## config.mk

```make
export PLATFORM = sky130hd
export DESIGN_NAME = mips_debug_ctrl
export DESIGN_NICKNAME = d
export VERILOG_FILES = /design/src/rtl/mips_dbg_pkg.sv /design/src/rtl/mips_dbg_dump_ser.sv /design/src/rtl/mips_debug_ctrl.sv
export SDC_FILE = /design/constraint.sdc
export NUM_CORES = 1
export LEC_CHECK = 0
export ABC_CLOCK_PERIOD_IN_PS = 7000
export BUFFER_PORTS_ARGS = -buffer_cell sky130_fd_sc_hd__buf_4
export CORE_AREA = 4 4 198 123
export DETAILED_ROUTE_END_ITERATION = 12
export DIE_AREA = 0 0 202 127
export GPL_ROUTABILITY_DRIVEN = 0
export HOLD_SLACK_MARGIN = 0.02
export PLACE_DENSITY = 0.87
export RECOVER_POWER = 100
export SYNTH_ARGS = -nofsm -noshare
export SYNTH_HDL_FRONTEND = slang
export SYNTH_HIERARCHICAL = 1
export SYNTH_SLANG_ARGS = --single-unit
```

## constraint.sdc

```tcl
create_clock -name clk -period 7 [get_ports clk]
set_input_delay 0.7 -clock clk [delete_from_list [all_inputs] [get_ports clk]]
set_output_delay 0.7 -clock clk [all_outputs]
set_load 0.03 [all_outputs]
```

## src/rtl/mips_dbg_pkg.sv

```systemverilog
// Shared command codes, dump layout and FSM encoding for the MIPS debug controller.
package mips_dbg_pkg;

  localparam logic [7:0] CMD_LOAD = 8'h4C;
  localparam logic [7:0] CMD_CONT = 8'h43;
  localparam logic [7:0] CMD_STEP = 8'h53;
  localparam logic [7:0] CMD_RST  = 8'h52;
  localparam logic [7:0] ACK_BYTE = 8'h4B;

  localparam int unsigned DUMP_BYTES = 21;
  localparam int unsigned DUMP_W     = DUMP_BYTES * 8;

  localparam int unsigned ST_HALT    = 0;
  localparam int unsigned ST_TIMEOUT = 1;

  typedef enum logic [3:0] {
    IDLE,
    LOAD_CNT,
    LOAD_BYTE,
    LOAD_WR,
    RUN,
    STEP,
    CAPTURE,
    SEND,
    ACK,
    MRST
  } dbg_state_t;

endpackage

```

## src/rtl/mips_dbg_dump_ser.sv

```systemverilog
// Snapshot serializer: loads the full dump in one cycle and emits it MSB byte first
// over a valid/ready handshake, pulsing done after the last byte is accepted.
module mips_dbg_dump_ser
  import mips_dbg_pkg::*;
(
  input  logic              clk,
  input  logic              reset,
  input  logic              load,
  input  logic [DUMP_W-1:0] load_data,
  output logic [7:0]        tx_data,
  output logic              tx_valid,
  input  logic              tx_ready,
  output logic              done
);

  logic [DUMP_W-1:0] shreg;
  logic [4:0]        byte_cnt;

  always_ff @(posedge clk or negedge reset) begin
    if (!reset) begin
      shreg    <= '0;
      byte_cnt <= '0;
      tx_data  <= '0;
      tx_valid <= 1'b0;
      done     <= 1'b0;
    end else begin
      done <= 1'b0;
      if (load) begin
        shreg    <= load_data;
        tx_data  <= load_data[DUMP_W-1 -: 8];
        tx_valid <= 1'b1;
        byte_cnt <= '0;
      end else if (tx_valid && tx_ready) begin
        if (byte_cnt == 5'(DUMP_BYTES - 1)) begin
          tx_valid <= 1'b0;
          done     <= 1'b1;
        end else begin
          byte_cnt <= byte_cnt + 5'd1;
          shreg    <= {shreg[DUMP_W-9:0], 8'h00};
          // shreg still holds the just-accepted byte on top, so the next one sits below it
          tx_data  <= shreg[DUMP_W-9 -: 8];
        end
      end
    end
  end

endmodule

```

## src/rtl/mips_debug_ctrl.sv

```systemverilog
// Host-link debug sequencer for TOP_MIPS: instruction load, run-to-halt, single step,
// core reset, and a post-run state dump back over the byte link.
module mips_debug_ctrl
  import mips_dbg_pkg::*;
#(
  parameter int unsigned MAX_RUN_CYCLES = 4096,
  parameter int unsigned DATA_W         = 32
) (
  input  logic              clk,
  input  logic              reset,
  input  logic [7:0]        rx_data,
  input  logic              rx_valid,
  output logic [7:0]        tx_data,
  output logic              tx_valid,
  input  logic              tx_ready,
  output logic              mips_en,
  output logic              mips_rst_n,
  output logic              debug_flag,
  output logic              wea_ram_inst,
  output logic [DATA_W-1:0] in_addr_mem_inst,
  output logic [DATA_W-1:0] in_ins_to_mem,
  input  logic              halt_flag,
  input  logic [DATA_W-1:0] out_pc,
  input  logic [DATA_W-1:0] latch_12,
  input  logic [DATA_W-1:0] latch_23,
  input  logic [DATA_W-1:0] latch_34,
  input  logic [DATA_W-1:0] latch_45
);

  dbg_state_t  state;
  logic [7:0]  word_cnt;
  logic [7:0]  word_idx;
  logic [1:0]  byte_cnt;
  logic [15:0] run_cnt;
  logic [7:0]  status;
  logic        step_mode;
  logic        ack_valid;
  logic        timeout;

  logic [7:0]        snap_status;
  logic [DUMP_W-1:0] snap;
  logic              ser_load;
  logic [7:0]        ser_data;
  logic              ser_valid;
  logic              ser_done;

  assign timeout = mips_en && (run_cnt == 16'(MAX_RUN_CYCLES - 1));

  always_ff @(posedge clk or negedge reset) begin
    if (!reset) begin
      state            <= IDLE;
      mips_en          <= 1'b0;
      mips_rst_n       <= 1'b1;
      debug_flag       <= 1'b0;
      wea_ram_inst     <= 1'b0;
      in_addr_mem_inst <= '0;
      in_ins_to_mem    <= '0;
      word_cnt         <= '0;
      word_idx         <= '0;
      byte_cnt         <= '0;
      run_cnt          <= '0;
      status           <= '0;
      step_mode        <= 1'b0;
      ack_valid        <= 1'b0;
    end else begin
      wea_ram_inst <= 1'b0;
      unique case (state)
        IDLE: begin
          if (rx_valid) begin
            case (rx_data)
              CMD_LOAD: begin
                debug_flag <= 1'b1;
                state      <= LOAD_CNT;
              end
              CMD_CONT: begin
                // a core already halted gets zero enabled cycles
                mips_en   <= !halt_flag;
                run_cnt   <= '0;
                status    <= '0;
                step_mode <= 1'b0;
                state     <= RUN;
              end
              CMD_STEP: begin
                mips_en   <= 1'b1;
                status    <= '0;
                step_mode <= 1'b1;
                state     <= STEP;
              end
              CMD_RST: begin
                mips_rst_n <= 1'b0;
                state      <= MRST;
              end
              default: ;
            endcase
          end
        end
        LOAD_CNT: begin
          if (rx_valid) begin
            word_cnt <= rx_data;
            word_idx <= '0;
            byte_cnt <= '0;
            if (rx_data == 8'h00) begin
              debug_flag <= 1'b0;
              state      <= ACK;
            end else begin
              state <= LOAD_BYTE;
            end
          end
        end
        LOAD_BYTE: begin
          if (rx_valid) begin
            in_ins_to_mem <= {in_ins_to_mem[DATA_W-9:0], rx_data};
            byte_cnt      <= byte_cnt + 2'd1;
            if (byte_cnt == 2'd3) begin
              wea_ram_inst     <= 1'b1;
              in_addr_mem_inst <= DATA_W'({word_idx, 2'b00});
              state            <= LOAD_WR;
            end
          end
        end
        LOAD_WR: begin
          word_idx <= word_idx + 8'd1;
          if (word_idx + 8'd1 == word_cnt) begin
            debug_flag <= 1'b0;
            state      <= ACK;
          end else begin
            state <= LOAD_BYTE;
            // the write strobe has already used the word, so a byte landing here starts the next one
            if (rx_valid) begin
              in_ins_to_mem <= {in_ins_to_mem[DATA_W-9:0], rx_data};
              byte_cnt      <= 2'd1;
            end
          end
        end
        RUN: begin
          run_cnt <= run_cnt + 16'(mips_en);
          if (halt_flag || timeout) begin
            mips_en             <= 1'b0;
            status[ST_HALT]     <= halt_flag;
            status[ST_TIMEOUT]  <= timeout;
            state               <= CAPTURE;
          end
        end
        STEP: begin
          mips_en <= 1'b0;
          state   <= CAPTURE;
        end
        CAPTURE: state <= SEND;
        SEND: begin
          if (ser_done) state <= IDLE;
        end
        ACK: begin
          if (!ack_valid) begin
            ack_valid <= 1'b1;
          end else if (tx_ready) begin
            ack_valid <= 1'b0;
            state     <= IDLE;
          end
        end
        MRST: begin
          mips_rst_n <= 1'b1;
          state      <= ACK;
        end
        default: state <= IDLE;
      endcase
    end
  end

  always_comb begin
    snap_status = status;
    if (step_mode) snap_status[ST_HALT] = halt_flag;
  end

  assign snap     = {snap_status, out_pc, latch_12, latch_23, latch_34, latch_45};
  assign ser_load = (state == CAPTURE);

  mips_dbg_dump_ser u_dump_ser (
    .clk       (clk),
    .reset     (reset),
    .load      (ser_load),
    .load_data (snap),
    .tx_data   (ser_data),
    .tx_valid  (ser_valid),
    .tx_ready  (tx_ready),
    .done      (ser_done)
  );

  assign tx_valid = ser_valid | ack_valid;
  assign tx_data  = ser_valid ? ser_data : (ack_valid ? ACK_BYTE : 8'h00);

endmodule

```

==> reports/metrics.yaml, run 1 <==
outcome:
  status: "complete, but fails checks"
  violations: "capacitance limit, slew limit"
timing:
  min_period_ps: 4670
  period_share: 0.667
  worst_slew_pin_slew_ps: 3280
  hold_viol: 0
  maxSlewHeadroom: -1.19
  setup_tns_ps: 0
  finalSetupViolations: 0
  fmax_ghz: 0.214
  final.setup_skew_ps: 11.3
  maxSlewViolCount: 285
  rsz0062_at_grt: "no"
finish:
  drive_above_1_share: 0.163
  syn_to_final_growth_pct: 14.0
  finalNetCount: 1724
  diodes: 0
clocking:
  clk_pin_slew_ps: 70
  cts_buffer_depth: 3
  cts_tree: "yes"
  cts.repair.resized: 0
  cts.sinks: 261
  cts_root_buffer: "clkbuf_16"
  cts_made_buffers: 25
  h-tree-depth: 1
  postCtsSetupBuffers: 0
  cts_hold_buf: 0
  insertion_delay_ps: 520
drt:
  post_drt_wl_per_cell_um: 19.0
  remaining_drc_errors: 0
  wl_um: 35800
  vias: 11500
  viasPerCell: 6.13
  dr.pass1.iters: 5
  drt-initial-drc-count: 1152
  ant_nets: 0
setup_path:
  cp-start-kind: "flip-flop"
  cp-end-kind: "flip-flop"
  reg2reg_slack_ps: 2330
  slowest_stage: "clkbuf_1"
  path_max_fanout: 87
  crit_path_cell_trace: "inv_1 > nor3_2 > clkbuf_1 > buf_4 > a31oi_1 > a21oi_1"
  cp.required_ps: 7420
  critPathKind: "flip-flop to flip-flop"
  cp.arrival_ps: 5090
  max_stage_delay_ps: 2160
grt:
  grt_pass1_vias: 10900
  globalRouteTotalUtil: 0.264
  grt_pass1_wl_um: 57000
  antenna_found_initial: 0
  grt_max_degree: 134
  grt_overflow: 0
floorplan:
  fp.dieW_um: 202
  dieArea_mm2: 0.0257
  core_mm2: 0.0227
  start_util: 0.597
  die_h_um: 127
  std_cell_rows: 43
  ios: 250
synth:
  synthesis.area_mm2: 0.0135
  synth_cells: 1408
  synth_area_per_cell_um2: 9.61
  synth_warnings: 6
  synth_ff_type: "dfrtp_1"
  synth.distinct_cells: 68
  yosysSeqAreaShare: 0.483
  synth_edf_count: 0
  synthArstFlopShare: 1.00
  synth-seq-cells: 261
placement:
  portBuffers: 225
  hpwl_um: 23000
power:
  total_leakage_power_nw: 6.42
  total_power_mw: 6.76
  ir_drop_mv: 0.234
  power_density_mw_per_mm2: 438
min_path:
  hold_path.class: "input pin to asynchronous set/reset pin"
job:
  cap_viol_max_count: 3
[sequential cells by signal (all words and copies together) (netlist names), 4 cells and up]
signal and count:
u_dump_ser/shreg 160, in_ins_to_mem 32, run_cnt 16, in_addr_mem_inst 8, u_dump_ser/tx_data 8, word_cnt 8, word_idx 8, u_dump_ser/byte_cnt 5
state 4
[worst max-delay path: cells and delay by family, from the launching register on]
| family | cells | cell delay, ps |
|---|---|---|
| flip-flops | 1 | 590 |
| AND/OR/NAND/NOR | 1 | 260 |
| AO/OA/AOI/OAI | 2 | 370 |
| buffers and inverters | 3 | 3310 |
[cells in the final DEF (no fill, tap or decap), types with 3 or more instances in the layout]
cell type	count
nand4b_1	3
nor2_1	30
nand2_1	52
clkbuf_1	52
a31oi_1	162
a22o_1	3
mux2_1	30
mux2i_1	3
o31ai_1	5
dfrtp_1	260
nor4_1	4
and3_1	8
clkbuf_16	25
conb_1	30
o211ai_1	3
nand2b_1	3
inv_1	12
a21oi_1	176
nand3_1	14
clkinvlp_4	3
o21ai_1	34
and2_0	5
nor2b_1	165
mux2_2	20
nor3_1	9
buf_4	183
nor3b_1	3
and4b_1	3
bufinv_16	3
o21ai_0	179
clkinv_2	5
xnor2_1	14
xor2_1	5
ha_1	6
clkbuf_8	7
o41ai_1	3
[area by class of cell]
class                           count  area, um^2
Timing Repair Buffer              235        1580
Clock inverter                     11         138
Clock buffer                       34         729
Fill cell                        1810        7230
Inverter                           12        45.0
Multi-Input combinational cell   1010        6000
Tap cell                          315         394
Sequential cell                   261        6530
[cell families after synthesis]
kind of cell             count (synthesis)  synth area share
AO/OA/AOI/OAI                          582             0.239
AND/OR/NAND/NOR                        320             0.135
flip-flops                             261             0.483
buffers and inverters                  166            0.0729
multiplexers                            53            0.0519
XOR/XNOR                                19            0.0123
adder cells (fa/ha/maj)                  6           0.00555
other                                    1          0.000277
[final timing paths]
check / from / end / cells past startpoint
setup / recovery: state[1] / u_dump_ser/shreg[14] / 6
hold / removal: reset / u_dump_ser/shreg[4] / 1
setup reg to reg: state[1] / u_dump_ser/shreg[14] / 6
hold reg to reg: run_cnt[11] / run_cnt[11] / 1
max in group asynchronous: reset / u_dump_ser/shreg[124] / 2
min in group clk: latch_45[7] / u_dump_ser/shreg[7] / 3
[metal layers]
layer / wire length, um / GRT usage / part of all wire / vias up
met3: 2770 / 0.0525 / 0.077 / 57
met5: 0 / 0 / 0 / -
met4: 668 / 0.0546 / 0.019 / 0
li1: - / - / - / 5300
met1: 16400 / 0.409 / 0.46 / 5648
met2: 15900 / 0.390 / 0.45 / 511
[stage by stage]
step | hold WS (ps) | setup slack (ps) | area [um^2] | util | cells
floorplan | 404 | 4570 | 13600 | - | 1437
global placement | 471 | 3930 | 14900 | 0.657 | 1833
detailed placement | 478 | 3790 | 14900 | 0.657 | 1833
CTS | 303 | 3830 | 15800 | 0.696 | 1878
global route | 340 | 1870 | 15400 | 0.681 | 1878
finish | 246 | 2330 | 15400 | 0.681 | 1878
[synth_stat cells (12+ instances only)]
cell,n,share of area
a21oi_1,176,0.065
a31oi_1,161,0.074
buf_2,27,0.010
buf_4,43,0.024
buf_6,13,0.011
clkbuf_1,57,0.016
dfrtp_1,260,0.48
inv_1,12,0.0033
mux2_2,20,0.017
mux2_4,29,0.032
nand2_1,52,0.014
nand3_1,13,0.0048
nor2_1,30,0.0083
nor2b_1,165,0.076
o21ai_0,161,0.060
o21ai_1,52,0.019
xnor2_1,14,0.0091
[where the power goes]
| group | internal [mW] | switching, mW | total (mW) |
|---|---|---|---|
| registers | 2.21 | 0.471 | 2.68 |
| clock network | 0.840 | 0.582 | 1.42 |
| logic | 1.10 | 1.55 | 2.65 |
No activity file was read; power rests on OpenSTA's default activity.
==> run 2: changes to the inputs <==
--- a/config.mk
+++ b/config.mk
@@ -5,14 +5,14 @@
 export SDC_FILE = /design/constraint.sdc
 export NUM_CORES = 1
 export LEC_CHECK = 0
-export ABC_CLOCK_PERIOD_IN_PS = 7000
+export ABC_CLOCK_PERIOD_IN_PS = 4000
 export BUFFER_PORTS_ARGS = -buffer_cell sky130_fd_sc_hd__buf_4
-export CORE_AREA = 4 4 198 123
+export CORE_AREA = 4 4 216 134
 export DETAILED_ROUTE_END_ITERATION = 12
-export DIE_AREA = 0 0 202 127
+export DIE_AREA = 0 0 220 138
 export GPL_ROUTABILITY_DRIVEN = 0
 export HOLD_SLACK_MARGIN = 0.02
-export PLACE_DENSITY = 0.87
+export PLACE_DENSITY = 0.78
 export RECOVER_POWER = 100
 export SYNTH_ARGS = -nofsm -noshare
 export SYNTH_HDL_FRONTEND = slang
==> constraint.sdc (replaced) <==
create_clock -name clk -period 4 [get_ports clk]
set_input_delay 0.4 -clock clk [delete_from_list [all_inputs] [get_ports clk]]
set_output_delay 0.4 -clock clk [all_outputs]
set_load 0.03 [all_outputs]
==> reports/metrics.yaml, run 2 (synthesized netlist as in run 1, its figures left out) <==
grt:
  grt_overflow: 0  # unchanged
  grt_max_degree: 158  # +18%
  globalRouteTotalUtil: 0.231  # -0.0331
  antenna_found_initial: 1  # +1
  grt_pass1_vias: 11000  # +0.97%
  grt_pass1_wl_um: 58600  # +2.8%
outcome:
  violations: "capacitance limit, slew limit"
  status: "complete, but fails checks"
timing:
  period_share: 0.836  # +0.169
  fmax_ghz: 0.299  # +40%
  final.setup_skew_ps: 16.0  # +4.68 ps
  finalSetupViolations: 0  # unchanged
  rsz0062_at_grt: "no"
  hold_viol: 0  # unchanged
  maxSlewViolCount: 109  # -62%
  maxSlewHeadroom: -0.730  # +0.460
  setup_tns_ps: 0  # unchanged
  holdWs_ps: 65.0  # -181 ps
  min_period_ps: 3340  # -1330 ps
  worst_slew_pin_slew_ps: 2600  # -690 ps
drt:
  routed-wl-met3_um: 2310  # -17%
  wl_met2_um: 15900  # about the same
  vias: 11400  # -1.3%
  ant_nets: 0  # unchanged
  top_layer: "met4"
  post_drt_wl_per_cell_um: 18.8  # -1.4%
  remaining_drc_errors: 0  # unchanged
  route.layer.met1.wl_um: 17800  # +8.4%
  drt-initial-drc-count: 1223  # +6.2%
  wl_um: 36600  # +2.3%
  viasPerCell: 5.84  # -4.8%
  dr.pass1.iters: 5  # unchanged
setup_path:
  path_max_fanout: 47  # -46%
  reg2reg_slack_ps: 660  # -1670 ps
  slowest_stage: "nor3_1"
  critPathKind: "flip-flop to flip-flop"
  crit_path_cell_trace: "inv_1 > nor3_1 > clkbuf_2 > nor2b_1 > a21oi_1"
  critPathBufInv: 2  # -1
  cp-end-kind: "flip-flop"
  cp-start-kind: "flip-flop"
  crit_family: "simple AND/OR/NAND/NOR gates"
  max_stage_delay_ps: 1260  # -900 ps
  cp.required_ps: 4420  # -3000 ps
  cp.arrival_ps: 3760  # -1330 ps
floorplan:
  core_mm2: 0.0271  # +19%
  dieArea_mm2: 0.0304  # +18%
  ios: 250  # unchanged
  start_util: 0.500  # -0.0972
  std_cell_rows: 47  # +9.3%
  die_h_um: 138  # +8.7%
  fp.dieW_um: 220  # +8.9%
finish:
  layout_commonest_cell: "dfrtp_1"
  layout_common_cells: "260 x dfrtp_1, 183 x buf_4, 176 x a21oi_1"
  fin_util: 0.579  # -0.102
  final_cell_count_no_fill: 1948  # +3.7%
  finalNetCount: 1738  # +0.81%
  reg_top3: "u_dump_ser/shreg: 160 flops, in_ins_to_mem: 32 flops, run_cnt: 16 flops"
  regMostFlops: "u_dump_ser/shreg"
  drive_above_1_share: 0.167  # +0.00458
  syn_to_final_growth_pct: 15.7
  nFillCells: 2425  # +34%
  largest_reg_flops: 160  # unchanged
placement:
  portBuffers: 225  # unchanged
  place_inst: 1896  # +3.4%
  hpwl_um: 23700  # +2.9%
power:
  power_density_mw_per_mm2: 759  # +73%
  total_power_mw: 11.9  # +76%
  ir_drop_mv: 0.448  # +91%
  total_leakage_power_nw: 6.50  # +1.3%
job:
  cap_viol_max_count: 2  # -1
clocking:
  cts.sinks: 261  # unchanged
  cts_tree: "yes"
  postCtsSetupBuffers: 0  # unchanged
  cts.repair.resized: 0  # unchanged
  cts_hold_buf: 1  # +1
  clk_pin_slew_ps: 60  # about the same
  cts_made_buffers: 27  # +8.0%
  cts_root_buffer: "clkbuf_16"
  h-tree-depth: 1  # unchanged
  insertion_delay_ps: 550  # +30 ps
  cts_buffer_depth: 3  # unchanged
min_path:
  hold_path.class: "input pin to flip-flop"
## run 2: changes by cell type in the layout (fill, tap and decap cells not counted), sizes merged
cell         change
inv              +1
clkbuf          +12
diode            +1
dlygate4sd3      +1
clkinv           +1
clkinvlp         -1
buf              +4
bufinv           -1
## run 2: layout make-up
cell class | instances | area, um^2 | share of cell area
multi-input cells | 1010 | 6010 | 0.384
flip-flops and latches | 261 | 6530 | 0.417
well taps | 367 | 459 | 0.0293
clock buffers | 39 | 781 | 0.0499
diodes | 1 | 2.50 | 0.000160
inverters | 12 | 45.0 | 0.00288
repair buffers | 247 | 1710 | 0.109
clock inverters | 11 | 114 | 0.00727
## run 2: tightest hold or removal path: cells and delay by family
kind                   cells  cell delay, ps
buffers and inverters      1              80
AO/OA/AOI/OAI              1              60
AND/OR/NAND/NOR            1              40
## run 2: final timing paths
| kind | end | from | cells past startpoint |
|---|---|---|---|
| hold / removal | u_dump_ser/shreg[0] | latch_45[0] | 3 |
| hold reg to reg | run_cnt[11] | run_cnt[11] | 1 |
| setup / recovery | u_dump_ser/shreg[78] | state[1] | 5 |
| setup reg to reg | u_dump_ser/shreg[78] | state[1] | 5 |
| min in group asynchronous | u_dump_ser/shreg[20] | reset | 2 |
| max in group asynchronous | in_ins_to_mem[6] | reset | 3 |
## run 2: metal layers
metal  global-route usage  vias to the layer above
met5                    0                        -
met4               0.0360                        0
met3               0.0406                       49
met2                0.331                      402
met1                0.373                     5586
li1                     -                     5331
## run 2: stage by stage
stage | worst slack [ps] | area [um^2]
after floorplan | 1570 | 13600
after global placement | 1030 | 15100
after detailed placement | 910 | 15100
after CTS | 880 | 16000
after global routing | 416 | 15700
final | 655 | 15700
## run 2: report_power, final
group	internal, mW	switching (mW)	total (mW)
clock	1.49	1.07	2.56
sequential	3.87	0.812	4.68
combinational	1.93	2.71	4.64
